### config.mk
export PLATFORM = sky130hd
export DESIGN_NAME = simd_result_drain
export DESIGN_NICKNAME = d
export VERILOG_FILES = /design/src/rtl/simd_result_drain.sv
export SDC_FILE = /design/constraint.sdc
export NUM_CORES = 1
export LEC_CHECK = 0
export ABC_AREA = 1
export CORE_MARGIN = 8
export CORE_UTILIZATION = 30
export CTS_CLUSTER_DIAMETER = 50
export DETAILED_ROUTE_END_ITERATION = 7
export PLACE_DENSITY_LB_ADDON = 0.12
export SYNTH_ARGS = -nofsm -noshare
export SYNTH_HDL_FRONTEND = slang
export SYNTH_SLANG_ARGS = --single-unit
export TNS_END_PERCENT = 20
### constraint.sdc
create_clock -name clk -period 4.78 [get_ports clk]
set_clock_uncertainty 0.15 [all_clocks]
set_input_delay 0.478 -clock clk [delete_from_list [all_inputs] [get_ports clk]]
set_output_delay 0.478 -clock clk [all_outputs]
set_load 0.02 [all_outputs]
### src/rtl/simd_result_drain.sv
// simd_result_drain: write-back drain buffer beside the SIMD lanes.
// Each rd_wr_en strobe captures {rd, lane_res_1..4} into a small FIFO. The head vector is
// serialised lane 1..4 onto one valid/ready stream. Strobes that arrive while the FIFO is
// full, with no pop in the same cycle, are dropped and flagged in a sticky overflow bit.
// Ports:
//   clk, rst                 clock, asynchronous active-high reset
//   rd_wr_en, rd             capture strobe and destination register index
//   lane_res_1..lane_res_4   lane results captured on the strobe
//   out_ready                downstream accepts the current beat
//   out_valid/out_data/out_lane/out_rd/out_last   current beat
//   count, full, overflow    occupancy in vectors, full flag, sticky drop flag
module simd_result_drain #(
    parameter int unsigned DATA_W = 16,
    parameter int unsigned DEPTH  = 4,
    parameter int unsigned ADDR_W = 2
) (
    input  logic              clk,
    input  logic              rst,
    input  logic              rd_wr_en,
    input  logic [4:0]        rd,
    input  logic [DATA_W-1:0] lane_res_1,
    input  logic [DATA_W-1:0] lane_res_2,
    input  logic [DATA_W-1:0] lane_res_3,
    input  logic [DATA_W-1:0] lane_res_4,
    input  logic              out_ready,
    output logic              out_valid,
    output logic [DATA_W-1:0] out_data,
    output logic [1:0]        out_lane,
    output logic [4:0]        out_rd,
    output logic              out_last,
    output logic [ADDR_W:0]   count,
    output logic              full,
    output logic              overflow
);

    typedef enum logic [0:0] {StEmpty, StStream} state_e;

    localparam logic [ADDR_W:0] FullCount = (ADDR_W + 1)'(DEPTH);

    state_e                       state_q, state_d;
    logic [ADDR_W-1:0]            wr_ptr_q, wr_ptr_d;
    logic [ADDR_W-1:0]            rd_ptr_q, rd_ptr_d;
    logic [1:0]                   lane_idx_q, lane_idx_d;
    logic [ADDR_W:0]              count_q, count_d;
    logic                         overflow_q, overflow_d;
    logic [3:0][DATA_W-1:0]       data_mem_q [DEPTH];
    logic [3:0][DATA_W-1:0]       data_mem_d [DEPTH];
    logic [4:0]                   rd_mem_q [DEPTH];
    logic [4:0]                   rd_mem_d [DEPTH];

    logic xfer, pop, capture;

    assign out_valid = (count_q != '0);
    assign full      = (count_q == FullCount);
    assign count     = count_q;
    assign overflow  = overflow_q;

    always_comb begin
        xfer    = out_valid && out_ready;
        pop     = xfer && (lane_idx_q == 2'd3);
        // A pop frees the head slot on the same edge, so a capture at full is still accepted.
        capture = rd_wr_en && (!full || pop);

        wr_ptr_d   = wr_ptr_q;
        rd_ptr_d   = rd_ptr_q;
        count_d    = count_q;
        overflow_d = overflow_q | (rd_wr_en & ~capture);
        data_mem_d = data_mem_q;
        rd_mem_d   = rd_mem_q;
        state_d    = state_q;
        lane_idx_d = lane_idx_q;

        if (capture) begin
            // When full, wr_ptr equals rd_ptr here; the head is being popped this same edge.
            data_mem_d[wr_ptr_q] = {lane_res_4, lane_res_3, lane_res_2, lane_res_1};
            rd_mem_d[wr_ptr_q]   = rd;
            wr_ptr_d             = wr_ptr_q + ADDR_W'(1);
        end
        if (pop) begin
            rd_ptr_d = rd_ptr_q + ADDR_W'(1);
        end

        unique case ({capture, pop})
            2'b10:   count_d = count_q + (ADDR_W + 1)'(1);
            2'b01:   count_d = count_q - (ADDR_W + 1)'(1);
            default: count_d = count_q;
        endcase

        unique case (state_q)
            StEmpty: begin
                lane_idx_d = '0;
                if (capture) begin
                    state_d = StStream;
                end
            end
            StStream: begin
                if (xfer) begin
                    lane_idx_d = pop ? 2'd0 : lane_idx_q + 2'd1;
                end
                if (count_d == '0) begin
                    state_d = StEmpty;
                end
            end
            default: begin
                state_d    = StEmpty;
                lane_idx_d = '0;
            end
        endcase
    end

    // Beat outputs are forced to zero whenever nothing is buffered.
    always_comb begin
        out_data = '0;
        out_lane = '0;
        out_rd   = '0;
        out_last = 1'b0;
        if (out_valid) begin
            out_data = data_mem_q[rd_ptr_q][lane_idx_q];
            out_lane = lane_idx_q;
            out_rd   = rd_mem_q[rd_ptr_q];
            out_last = (lane_idx_q == 2'd3);
        end
    end

    always_ff @(posedge clk or posedge rst) begin
        if (rst) begin
            state_q    <= StEmpty;
            wr_ptr_q   <= '0;
            rd_ptr_q   <= '0;
            lane_idx_q <= '0;
            count_q    <= '0;
            overflow_q <= 1'b0;
        end else begin
            state_q    <= state_d;
            wr_ptr_q   <= wr_ptr_d;
            rd_ptr_q   <= rd_ptr_d;
            lane_idx_q <= lane_idx_d;
            count_q    <= count_d;
            overflow_q <= overflow_d;
        end
    end

    // Storage needs no reset: entries are only visible while count is non-zero.
    always_ff @(posedge clk) begin
        data_mem_q <= data_mem_d;
        rd_mem_q   <= rd_mem_d;
    end

endmodule

# == Word-level counts from Yosys, hierarchy flattened ==
# Cells that the tools add are included.
# word_totals
inputBits,73
reg_bits,287
output_inout_bits,30
# op_classes
addsub,5
n_reduce_logical,8
eq_ne,5
order_cmp,4
bitwise_logic,6
muxes,25
# op_table
op,count
$bwmux 256,1
$mux 64,3
$bmux 64 s2,1
$demux 64 s2,1
$bmux 16 s2,1
$mux 16,2
$bwmux 20,1
$mux 5,4
$bmux 5 s2,1
$demux 5 s2,1
$add 2x1->2 const B,3
$ge 3x3->1 const B,2
$mux 2,3
$not 2->3,2
$pmux 3 s2,1
$eq 2x2->1 const B,2
$logic_and 1x1->1,4
$pmux 2 s2,1
$add 3x1->3 const B,1
$eq 3x3->1 const B,1
$logic_not 3->1,1
$lt 2x3->1 const B,1
$lt 3x1->1 const B,1
$mux 1,3
10 further kinds,11

# == Depth between registers and ports, before layout ==
# depth
ltp_word,10
depth_mapped,15

# == Worst setup path before layout ==
# No wires, ideal clock.
# synth_path
kind,flip-flop to flip-flop
startpoint,register count_q[0] (netlist: count[0])
endpoint,"register data_mem_q[0] (netlist bit), enable pin"
path_stages_with_launch,7
arrival_ns,3.960
path_slack_ns,0.174
path_buffers,0
setup_ns,0.496
path_cell_list,dfrtp_1 -> nor3_4 -> nor2_2 -> nand2_2 -> nand2_2 -> nand2_2 -> nor2_1
# synth_between
elab_chain_cells,5
# synth_lines
element,line_no,rtl
"start, declared",44,"logic [ADDR_W:0] count_q, count_d;"
"start signal, assigned",138,count_q <= count_d;
$reduce_bool 3->1,53,assign out_valid = (count_q != '0);
$logic_and 1x1->1,59,xfer = out_valid && out_ready;
$logic_and 1x1->1,60,pop = xfer && (lane_idx_q == 2'd3);
$logic_or 1x1->1 *,62,capture = rd_wr_en && (!full || pop);
$logic_and 1x1->1 *,62,
"end signal, assigned",145,data_mem_q <= data_mem_d;
"end, declared",46,logic [3:0][DATA_W-1:0] data_mem_q [DEPTH];
# Every way passes the cells marked *; elsewhere a longest branch is shown, timed or not.
# A chain may end at the register's enable or synchronous reset.

# == Worst setup path after layout ==
# layout_path
startpoint,register rd_ptr_q[0]
endpoint,output port out_data[8]
# layout_between
elab_chain_cells,7
# layout_lines
element,line_no,rtl
"start, declared",42,"logic [ADDR_W-1:0] rd_ptr_q, rd_ptr_d;"
"start signal, assigned",136,rd_ptr_q <= rd_ptr_d;
$not 2->3 (implied by the code),118,out_data = data_mem_q[rd_ptr_q][lane_idx_q];
$bmux 64 s2,118,
$mux 64 (implied by the code) (2 in series),118,
$bmux 16 s2,118,
$mux 16 (implied by the code),118,
$mux 16,117,if (out_valid) begin
"end, declared",27,"output logic [DATA_W-1:0] out_data,"
# No other way between the ends. The select of a mux whose other input is x is not followed.

==> metrics.cfg <==
[floorplanning]
pin_count = 103
fp.dieH_um = 217
num_rows = 73
core_area_sq_um = 39900
start_util_pct = 30.5
die_w_um = 217
die_area_sq_um = 47200

[clocking]
postCtsSetupBuffers = 0
cts_resized = 0
cts_root_buf = clkbuf_16
insertion_delay_ns = 0.51
cts.sinks = 287
hold_buffers = 0
htreeDepth = 2
cts_buffer_depth = 3
cts_buffers = 38
cts_tree = done
path_clk_slew_ns = 0.06

[logic_synthesis]
ys_seq_area_share_pct = 70.4
syn-num-nets = 1215
synth-seq-cells = 287
synthCells = 1135
synthDistinctLibCells = 25
syn_area_sq_um = 12200
yosysWarnings = 0
avgSynthCellArea_sq_um = 10.7

[setup_path]
r2r-start = lane_idx_q[0]$_DFFE_PP0P_
arrival_ns = 3.32
cp-end-kind = output port
cp_max_fo = 75
startpoint = rd_ptr_q[0]$_DFFE_PP0P_
cpMostUsedCell = nand2_1
crit_chain = inv_4, buf_12, nand2_1, nand2_1, nand2_1, nand3_1, nand3_1, a21oi_1, clkdlybuf4s50_1
cp-start-kind = flip-flop
crit_type = reg -> out
cp_slowest_cell = clkdlybuf4s50_1
cp_slowest_stage_delay_ns = 0.68
cp.required_ns = 4.15

[global_route]
grt_pass1_vias = 7999
grt_pass1_wl_um = 51100
grt_max_degree = 139
antenna_found_initial = 0
track_usage_pct = 14.2
grt.overflow.total = 0

[timing]
drv_slew = 0
rsz0062_at_grt = no
fin_setup_tns_ns = 0
relSlewSlack_pct = 47.6
tightest_slew_ns = 0.784
setup_viol = 0
fin_ws_ns = 0.828
period_needed_ns = 3.95
post-route-period-util_pct = 82.7
hold_violations = 0
fmax_mhz = 253

[pwr]
report.power.total_mw = 9.78
worst_ir_drop_vdd_v = 0.000434
power_density_nw_per_um2 = 650
cellLeakagePower_nw = 6.04

[place]
gp_congestion = 0.715
port_buffers = 102
place_ws_ns = 1.36
dp_hpwl_um = 19500

[routing]
vias = 7943
first_pass_iters = 7
wirelength_um = 33800
drt_iter0_markers = 546
viasPerCell = 4.43
wl_per_cell_um = 18.9
post-route-drc-count = 0
ant_nets = 0

[flow_run]
maxCapViolCount = 0

[final_layout]
drive_above_1_share_pct = 7.27
post-route-util_pct = 37.7
syn2layout_area_growth_pct = 23.9
diodes = 0
final_nets = 1318

[min_path]
worstHoldPathType = in -> async

[outcome]
status = completed

[metal layers]
| metal | up-vias | wire length (um) | global-route usage, % | share of wire [%] |
|---|---|---|---|---|
| met3 | 57 | 1600 | 2.59 | 4.7 |
| met5 | - | 0 | 0 | 0 |
| met4 | 0 | 871 | 4.51 | 2.6 |
| met1 | 3764 | 15400 | 18.9 | 46 |
| li1 | 3951 | - | - | - |
| met2 | 171 | 15900 | 23.3 | 47 |
[placed cells by master, fill, tap and decap left out, types with 2 or more instances in the layout]
cell,netlist,routed
nor2_1,28,24
clkinv_1,2,8
nand4_1,2,2
inv_1,145,145
a21oi_1,21,21
nor2_4,0,4
nand3_1,164,164
bufinv_16,0,2
clkbuf_1,18,3
clkinv_2,0,6
buf_12,0,6
clkinvlp_4,0,3
buf_4,1,12
clkinv_4,0,5
clkbuf_16,0,41
edfxtp_1,276,276
clkdlybuf4s50_1,0,102
xor2_1,2,2
nand2_1,393,393
ha_1,6,6
inv_6,0,2
nand2_2,3,3
dfrtp_1,11,9
o21ai_0,16,16
[through the flow]
step	hold slack (ns)	cell area, sq um	std cells
2_1_floorplan	0.180	12200	1135
3_3_place_gp	0.317	13800	1723
3_5_place_dp	0.324	13800	1723
4_1_cts	0.146	15100	1791
5_1_grt	0.187	15100	1791
6_report	0.150	15100	1791
[area by class of cell]
cell class              count  area (sq um)
clock inverters            24           196
repair buffers            120          1230
flip-flops and latches    287          8570
multi-input cells         642          2810
inverters                 149           562
well taps                 525           657
fillers                  3857         24900
clock buffers              44          1040
[cell families (layout without fill, tap and decap cells)]
kind of cell	after synthesis	after routing	synth area share, %
and+or+nand+nor	594	594	20.3
DFF	287	287	70.4
buffers and inverters	206	337	6.71
AOI/OAI and AO/OA	38	38	1.59
adders and majority gates	7	7	0.782
xor gates and xnor gates	3	3	0.216
[worst paths after layout]
kind	end	slack, ns	cells after the start
worst max-delay path	out_data[8]	0.83	9
worst min-delay path	wr_ptr_q[1]$_DFFE_PP0P_	0.15	2
worst max register to register	state_q$_DFF_PP0_	1.60	12
worst min register to register	overflow$_DFF_PP0_	0.34	1
max in group asynchronous	rd_ptr_q[0]$_DFFE_PP0P_	3.96	2
min in group clk	overflow$_DFF_PP0_	0.34	1
[critical path: cells and delay by family, from the launching register on]
family	cells	cell delay (ns)
flops	1	0.50
buf+inv	3	1.48
compound gates	1	0.32
simple gates	5	0.42
[report_power, final]
group          switching [mW]  total, mW  internal (mW)  leakage (nW)
combinational            2.45       3.58           1.14          2.78
clock                    1.08       2.75           1.67         0.600
sequential              0.133       3.44           3.31          2.66
total                    3.66       9.78           6.12          6.04
[Yosys cell counts, drive strengths merged]
library cell / instances / share of area, %
nand4: 2 / 0.10
nand3: 164 / 6.7
a21oi: 21 / 0.86
or2: 1 / 0.051
nand2: 396 / 12
edfxtp: 276 / 68
buf: 39 / 1.6
dfrtp: 11 / 2.3
a31o: 1 / 0.072
xnor2: 1 / 0.072
inv: 147 / 4.5
nor3: 2 / 0.17
ha: 6 / 0.62
o21ai: 16 / 0.66
xor2: 2 / 0.14
nor2: 29 / 0.92
fa: 1 / 0.16
clkinv: 2 / 0.062
clkbuf: 18 / 0.56
[flip-flops by register name, indices dropped and copies added, names as in the netlist]
| signal | cells |
|---|---|
| lane_idx_q | 2 |
| wr_ptr_q | 2 |
| overflow | 1 |
| state_q | 1 |
| data_mem_q | 256 |
| rd_mem_q | 20 |
| rd_ptr_q | 2 |
| count | 3 |
Note: power is estimated with default switching activity, not from simulation.
